## src/rtl/pipe_ctrl_pkg.sv

```systemverilog
`default_nettype none
//============================================================================
// Module      : pipe_ctrl_pkg
// Description : Shared definitions for the pipeline controller: FSM state
//               encoding and the memory-wait counter width. Also provides
//               the machine word width `XLEN when it is not already defined.
// Revision    : 1.0 - initial release
//============================================================================
`ifndef XLEN
`define XLEN 32
`endif

package pipe_ctrl_pkg;

    // Controller FSM encoding.
    typedef enum logic [1:0] {
        ST_RUN      = 2'd0,
        ST_MEM_WAIT = 2'd1,
        ST_FLUSH    = 2'd2
    } pc_state_e;

    // Wide enough for the largest allowed MEM_TIMEOUT (255).
    localparam int TMO_CNT_W = 8;

endpackage
`default_nettype wire

```

## src/rtl/pipe_hazard_detect.sv

```systemverilog
`default_nettype none
//============================================================================
// Module      : pipe_hazard_detect
// Description : Combinational load-use hazard detector. Flags when the
//               instruction in ID reads a register that the load in EX is
//               about to write. Register 0 never creates a hazard.
// Ports       : i_id_rs1/i_id_rs2      ID source register indices
//               i_id_rs1_used/_rs2_used source actually read
//               i_ex_rd                 EX destination register
//               i_ex_is_load            EX instruction is a load
//               o_load_use              hazard present this cycle
// Revision    : 1.0 - initial release
//============================================================================
module pipe_hazard_detect
    import pipe_ctrl_pkg::*;
#(
    parameter int REG_ADDR_WIDTH = 5
) (
    input  logic [REG_ADDR_WIDTH-1:0] i_id_rs1,
    input  logic [REG_ADDR_WIDTH-1:0] i_id_rs2,
    input  logic                      i_id_rs1_used,
    input  logic                      i_id_rs2_used,
    input  logic [REG_ADDR_WIDTH-1:0] i_ex_rd,
    input  logic                      i_ex_is_load,
    output logic                      o_load_use
);

    logic w_rd_nonzero;
    logic w_rs1_hit;
    logic w_rs2_hit;

    assign w_rd_nonzero = |i_ex_rd;
    assign w_rs1_hit    = i_id_rs1_used && (i_id_rs1 == i_ex_rd);
    assign w_rs2_hit    = i_id_rs2_used && (i_id_rs2 == i_ex_rd);
    assign o_load_use   = i_ex_is_load && w_rd_nonzero && (w_rs1_hit || w_rs2_hit);

endmodule
`default_nettype wire

```

## src/rtl/pipe_ctrl.sv

```systemverilog
`default_nettype none
//============================================================================
// Module      : pipe_ctrl
// Description : Pipeline hazard / stall controller. A three-state FSM
//               (RUN, MEM_WAIT, FLUSH) holds the mode; pause and flush
//               outputs decode combinationally from the state and the
//               current inputs. A memory wait that exceeds MEM_TIMEOUT
//               cycles aborts and sets a sticky mem_timeout flag.
// Ports       : clk, rst (async, active-low)
//               id_rs1/id_rs2/id_rs1_used/id_rs2_used, ex_rd, ex_is_load,
//               ex_branch_taken        hazard sources
//               mem_req, mem_ready     MEM stage handshake
//               pause_if/id/ex/mem     stage-register pauses
//               flush_id/flush_ex      bubble insertion
//               mem_timeout            sticky abort flag
//               perf_stall/perf_flush  performance counters
// Config      : PIPE_CTRL_PERF_EN - when defined, perf_stall counts cycles
//               with any pause and perf_flush counts branch flushes; when
//               undefined both ports are tied to zero.
// Revision    : 1.0 - initial release
//============================================================================
`ifndef XLEN
`define XLEN 32
`endif

module pipe_ctrl
    import pipe_ctrl_pkg::*;
#(
    parameter int REG_ADDR_WIDTH = 5,
    parameter int MEM_TIMEOUT    = 255
) (
    input  logic                      clk,
    input  logic                      rst,
    input  logic [REG_ADDR_WIDTH-1:0] id_rs1,
    input  logic [REG_ADDR_WIDTH-1:0] id_rs2,
    input  logic                      id_rs1_used,
    input  logic                      id_rs2_used,
    input  logic [REG_ADDR_WIDTH-1:0] ex_rd,
    input  logic                      ex_is_load,
    input  logic                      ex_branch_taken,
    input  logic                      mem_req,
    input  logic                      mem_ready,
    output logic                      pause_if,
    output logic                      pause_id,
    output logic                      pause_ex,
    output logic                      pause_mem,
    output logic                      flush_id,
    output logic                      flush_ex,
    output logic                      mem_timeout,
    output logic [`XLEN-1:0]          perf_stall,
    output logic [`XLEN-1:0]          perf_flush
);

    localparam logic [TMO_CNT_W-1:0] c_TMO_LIMIT = TMO_CNT_W'(MEM_TIMEOUT);
    localparam logic [TMO_CNT_W-1:0] c_CNT_ONE   = TMO_CNT_W'(1);

    pc_state_e              r_state;
    pc_state_e              w_state_nxt;
    logic [TMO_CNT_W-1:0]   r_cnt;
    logic [TMO_CNT_W-1:0]   w_cnt_nxt;
    logic                   r_tmo;

    logic w_mem_stall;
    logic w_load_use;
    logic w_run_decode;
    logic w_tmo_set;
    logic w_pause_all;
    logic w_pause_front;
    logic w_flush_id;
    logic w_flush_ex;

    assign w_mem_stall = mem_req && !mem_ready;

    pipe_hazard_detect #(
        .REG_ADDR_WIDTH (REG_ADDR_WIDTH)
    ) u_hazard (
        .i_id_rs1      (id_rs1),
        .i_id_rs2      (id_rs2),
        .i_id_rs1_used (id_rs1_used),
        .i_id_rs2_used (id_rs2_used),
        .i_ex_rd       (ex_rd),
        .i_ex_is_load  (ex_is_load),
        .o_load_use    (w_load_use)
    );

    always_ff @(posedge clk or negedge rst) begin
        if (!rst) begin
            r_state <= ST_RUN;
            r_cnt   <= '0;
            r_tmo   <= 1'b0;
        end else begin
            r_state <= w_state_nxt;
            r_cnt   <= w_cnt_nxt;
            if (w_tmo_set) begin
                r_tmo <= 1'b1;
            end
        end
    end

    // r_cnt counts paused memory-wait cycles, including the RUN cycle that
    // first saw the stall, so the abort fires after exactly MEM_TIMEOUT
    // paused cycles.
    always_comb begin
        w_state_nxt   = r_state;
        w_cnt_nxt     = r_cnt;
        w_run_decode  = 1'b0;
        w_tmo_set     = 1'b0;
        w_pause_all   = 1'b0;
        w_pause_front = 1'b0;
        w_flush_id    = 1'b0;
        w_flush_ex    = 1'b0;

        case (r_state)
            ST_RUN: begin
                w_run_decode = 1'b1;
            end
            ST_MEM_WAIT: begin
                // Branches are ignored here: EX is frozen and re-presents it.
                if (w_mem_stall) begin
                    if (r_cnt >= c_TMO_LIMIT) begin
                        // Abort: release the pipeline for this cycle only.
                        w_tmo_set   = 1'b1;
                        w_state_nxt = ST_RUN;
                        w_cnt_nxt   = '0;
                    end else begin
                        w_pause_all = 1'b1;
                        w_cnt_nxt   = r_cnt + c_CNT_ONE;
                    end
                end else begin
                    // Completion cycle behaves exactly like RUN.
                    w_run_decode = 1'b1;
                end
            end
            ST_FLUSH: begin
                // Second bubble covers the fetch redirect latency. The ID
                // instruction is being killed, so load-use is irrelevant.
                w_flush_id = 1'b1;
                if (w_mem_stall) begin
                    w_pause_all = 1'b1;
                    w_state_nxt = ST_MEM_WAIT;
                    w_cnt_nxt   = c_CNT_ONE;
                end else begin
                    w_state_nxt = ST_RUN;
                    w_cnt_nxt   = '0;
                end
            end
            default: begin
                w_state_nxt = ST_RUN;
                w_cnt_nxt   = '0;
            end
        endcase

        if (w_run_decode) begin
            w_state_nxt = ST_RUN;
            w_cnt_nxt   = '0;
            if (w_mem_stall) begin
                w_pause_all = 1'b1;
                w_state_nxt = ST_MEM_WAIT;
                w_cnt_nxt   = c_CNT_ONE;
            end else if (ex_branch_taken) begin
                w_flush_id  = 1'b1;
                w_flush_ex  = 1'b1;
                w_state_nxt = ST_FLUSH;
            end else if (w_load_use) begin
                w_pause_front = 1'b1;
                w_flush_ex    = 1'b1;
            end
        end
    end

    assign pause_if    = w_pause_all || w_pause_front;
    assign pause_id    = w_pause_all || w_pause_front;
    assign pause_ex    = w_pause_all;
    assign pause_mem   = w_pause_all;
    assign flush_id    = w_flush_id;
    assign flush_ex    = w_flush_ex;
    assign mem_timeout = r_tmo;

`ifdef PIPE_CTRL_PERF_EN
    logic [`XLEN-1:0] r_perf_stall;
    logic [`XLEN-1:0] r_perf_flush;
    logic             w_flush_evt;

    // FLUSH always exits after one cycle, so any cycle heading into FLUSH
    // is a fresh branch flush.
    assign w_flush_evt = (w_state_nxt == ST_FLUSH);

    always_ff @(posedge clk or negedge rst) begin
        if (!rst) begin
            r_perf_stall <= '0;
            r_perf_flush <= '0;
        end else begin
            if (pause_if) begin
                r_perf_stall <= r_perf_stall + `XLEN'(1);
            end
            if (w_flush_evt) begin
                r_perf_flush <= r_perf_flush + `XLEN'(1);
            end
        end
    end

    assign perf_stall = r_perf_stall;
    assign perf_flush = r_perf_flush;
`else
    assign perf_stall = '0;
    assign perf_flush = '0;
`endif

endmodule
`default_nettype wire

```

## config.mk

```make
export PLATFORM = sky130hd
export DESIGN_NAME = pipe_ctrl
export DESIGN_NICKNAME = d
export VERILOG_FILES = /design/src/rtl/pipe_ctrl_pkg.sv /design/src/rtl/pipe_hazard_detect.sv /design/src/rtl/pipe_ctrl.sv
export SDC_FILE = /design/constraint.sdc
export NUM_CORES = 1
export LEC_CHECK = 0
export CAP_MARGIN = 20
export CORE_ASPECT_RATIO = 1.25
export CORE_MARGIN = 3
export CORE_UTILIZATION = 38
export CTS_BUF_LIST = sky130_fd_sc_hd__clkbuf_4
export DETAILED_ROUTE_END_ITERATION = 10
export PLACE_DENSITY = 0.91
export SETUP_SLACK_MARGIN = 0.02
export SYNTH_ARGS = -nofsm -noshare
export SYNTH_HDL_FRONTEND = slang
export SYNTH_HIERARCHICAL = 1
export SYNTH_SLANG_ARGS = --single-unit
```

## constraint.sdc

```tcl
create_clock -name clk -period 3.5 [get_ports clk]
set_clock_uncertainty 0.1 [all_clocks]
set_input_delay 0.7 -clock clk [delete_from_list [all_inputs] [get_ports clk]]
set_output_delay 0.7 -clock clk [all_outputs]
set_load 0.03 [all_outputs]
```

==> flow_summary.json <==
{
  "outcome": "completed",
  "postSynth.topFlopCell": "sky130_fd_sc_hd__dfrtp_1",
  "timing.max_cap.violations": 0,
  "synth_simple_gate_area_share_pct": 14.31,
  "min_delay_worst_endpoint": "mem_timeout",
  "coreArea_mm2": 0.003223,
  "yosys.area.top_type": "sky130_fd_sc_hd__buf_4",
  "cts.path.max_buffers": 2,
  "drt_first_iter_violations": 9,
  "clock_pin_slew_worst_setup_and_hold_paths_ns": 0.07,
  "dominant_combinational_cell_family_by_area_after_synthesis": "buffers and inverters",
  "drt_pass1_iterations": 4,
  "min_path_cells": 1,
  "postSynthRegisterBits": 11,
  "grtUsageTotal_pct": 10.31,
  "post_synth_xor_area_fraction_pct": 8.179,
  "avgViaCountPerCell": 4.194,
  "final_antenna_net_count": 0,
  "worstReg2RegStart": "r_state[0]",
  "cp_slowest_stage_delay_ns": 0.48,
  "required_ns": 2.70,
  "critPathCaptureType": "primary output",
  "clock-sinks": 11,
  "cts-root-buf": "sky130_fd_sc_hd__clkbuf_4",
  "drive_gt1_share_pct": 8.333,
  "p_per_area_mw_per_mm2": 303.7,
  "area.sequential_um2": 275.3,
  "finalHoldViolCount": 0,
  "layout_min_cycle_time_ns": 3.330,
  "overall_die_area_mm2": 0.004120,
  "share_of_synthesized_cell_area_in_full_adder_half_adder_and_majority_cells_pct": 3.895,
  "ff_to_ff_end": "r_cnt[3]",
  "synth.top_cells.by_count": "sky130_fd_sc_hd__buf_4, sky130_fd_sc_hd__dfrtp_1, sky130_fd_sc_hd__xor2_1",
  "synth_async_sr_flop_share_pct": 100.0,
  "grt_antenna_before_repair": 0,
  "critical_path.slowest_cell": "sky130_fd_sc_hd__clkdlybuf4s50_1",
  "number_of_cells_on_the_critical_path": 8,
  "largest_net_degree_at_the_start_of_global_routing": 12,
  "synth_area_mm2": 0.001285,
  "synth_sequential_area_ratio_pct": 21.42,
  "cts_tree": "yes",
  "port-buffer-count": 29,
  "cts_hold_buf": 0,
  "synthesis.yosys.warnings": 6,
  "critPathLaunch": "ex_rd[0]",
  "critical_path.max_fanout": 3,
  "routabilityCongestion": 0.7944,
  "worst_path_dominant_cell_family": "buffers and inverters",
  "io_pins": 94,
  "rsz0062_at_grt": "false",
  "synth-compound-area-share_pct": 11.88,
  "cts_buffer_count": 3,
  "grt_pass1_wl_um": 3194,
  "synthMuxAreaShare_pct": 0,
  "power_leakage_nw": 0.6549,
  "cp_data_arrival_time_ns": 2.53,
  "syn-mean-instance-area_um2": 8.567,
  "r2r_slack_ns": 1.88,
  "fmaxAchievable_mhz": 300.3,
  "r2r.worst_path.cells": 5,
  "clkLatencyLatePin_ns": 0.28,
  "synth_cells": 150,
  "synth.top_cells.by_area": "sky130_fd_sc_hd__buf_4, sky130_fd_sc_hd__dfrtp_1, sky130_fd_sc_hd__xor2_1, sky130_fd_sc_hd__ha_1, sky130_fd_sc_hd__xnor2_1",
  "horizontal_die_dimension_um": 58.01,
  "crit_path_cell_trace": "clkdlybuf4s50_1 > xor2_1 > nor4_2 > nand3_1 > a21oi_1 > nand2b_1 > o311ai_2 > buf_4",
  "grt_remaining_overflow": 0,
  "postPlaceCellArea_mm2": 0.001355,
  "routed_wirelength_um": 2097,
  "multi_input_comb_area_um2": 739.5,
  "finalCritPeriodShare_pct": 95.13,
  "synthDistinctLibCells": 34,
  "synth.most_common_cell": "sky130_fd_sc_hd__buf_4",
  "tns_ns": 0,
  "number_of_flops_mapped_to_enable_cells_by_yosys": 0,
  "timing.final.setup_violations": 0,
  "dr_total_vias": 910,
  "final_net_count": 208,
  "drt-wirelength-per-cell_um": 9.664,
  "worst_hold_path_type": "reg2reg",
  "drt_drc_violations_left": 0,
  "maxSlewViolCount": 0,
  "cts.htree.levels": 1,
  "post-synth-top-area-fraction_pct": 38.56,
  "worst_ir_drop_vdd_uv": 187.1,
  "cp_num_buf_inv": 2,
  "layout-area-overhead-vs-synth_pct": 8.374,
  "rows": 23,
  "postLayoutCellArea_mm2": 0.001393,
  "die_h_um": 71.02,
  "hp-start": "mem_timeout",
  "critPathLaunchType": "input pin",
  "antennaDiodeCount": 0,
  "via_count_of_the_first_global_routing_pass": 795,
  "place_hpwl_um": 1837,
  "starting_utilization_of_the_core_area_pct": 39.87,
  "fillerInstances": 308,
  "timing.setup.critical_path_class": "in2out"
}
placed cells by master (no fill, tap or decap), types with 2 or more instances in the layout:
cell                              synthesis  routed
sky130_fd_sc_hd__nor3b_1                  2       2
sky130_fd_sc_hd__xor2_1                   8       8
sky130_fd_sc_hd__a21o_1                   2       2
sky130_fd_sc_hd__ha_1                     4       4
sky130_fd_sc_hd__dfrtp_1                 11      11
sky130_fd_sc_hd__inv_1                    5       5
sky130_fd_sc_hd__nand4_1                  2       2
sky130_fd_sc_hd__clkdlybuf4s50_1          0      26
sky130_fd_sc_hd__o21ai_0                  5       5
sky130_fd_sc_hd__clkbuf_4                 0       4
sky130_fd_sc_hd__nand3_1                  3       3
sky130_fd_sc_hd__nor2_1                   6       6
sky130_fd_sc_hd__buf_4                   66       3
sky130_fd_sc_hd__a21oi_1                  3       3
sky130_fd_sc_hd__conb_1                   1      64
sky130_fd_sc_hd__nand2_1                  6       6
sky130_fd_sc_hd__or3_1                    2       2
sky130_fd_sc_hd__o21bai_1                 2       2
sky130_fd_sc_hd__xnor2_1                  4       4
sky130_fd_sc_hd__nand2b_1                 2       2
report_power, final:
part	leakage (nW)	switching, mW	internal (mW)	total [mW]
logic	0.485	0.140	0.0515	0.192
clock network	0.0184	0.0461	0.0520	0.0981
registers	0.151	0.00298	0.130	0.133
total	0.655	0.189	0.234	0.423
cell families (layout without fill, tap and decap cells):
kind of cell,count (synthesis),in the layout
buf+inv,71,38
simple gates,30,30
compound gates,21,21
xor+xnor,12,12
flops,11,11
fa+ha+maj,4,4
other cells,1,64
final cells by class:
type                    count  area share, %
clock buffers               4          2.156
inverters                   5          1.348
multi-input cells         131          53.10
flip-flops and latches     11          19.77
well taps                  37          3.324
repair buffers             29          20.31
what timing repair did:
| item | CTS | global route |
|---|---|---|
| setup endpoints to repair | 0 | 2 |
| resized for setup | 0 | 1 |
| buffers inserted | 0 | 0 |
worst max path at each step:
| stage | to |
|---|---|
| after floorplan | pause_if |
| after global placement | pause_if |
| after detailed placement | pause_if |
| after CTS | pause_if |
| after global routing | pause_if |
| final | pause_if |
registers in the layout, indices dropped and copies added, names as in the netlist:
name         flops
mem_timeout      1
r_cnt            8
r_state          2
metrics by stage:
step	util, %	total power, mW	setup slack, ns	hold slack (ns)	std cells
after floorplan	-	0.3330	0.1095	0.3044	213
after global placement	42.04	0.3244	0.1609	0.3738	213
after detailed placement	42.04	0.3252	0.1023	0.3649	213
after CTS	42.97	0.4249	0.1015	0.3887	217
after global routing	43.21	0.4441	0.06784	0.4196	217
final	43.21	0.4229	0.1704	0.3818	217
metal layers:
| metal | up-vias | wire, um | GRT usage [%] |
|---|---|---|---|
| met5 | - | 0 | 0 |
| li1 | 430 | - | - |
| met4 | 0 | 61 | 8.247 |
| met3 | 5 | 321 | 2.190 |
| met1 | 399 | 665 | 9.710 |
| met2 | 76 | 1048 | 18.59 |
Note: power is estimated with default switching activity, not from simulation.
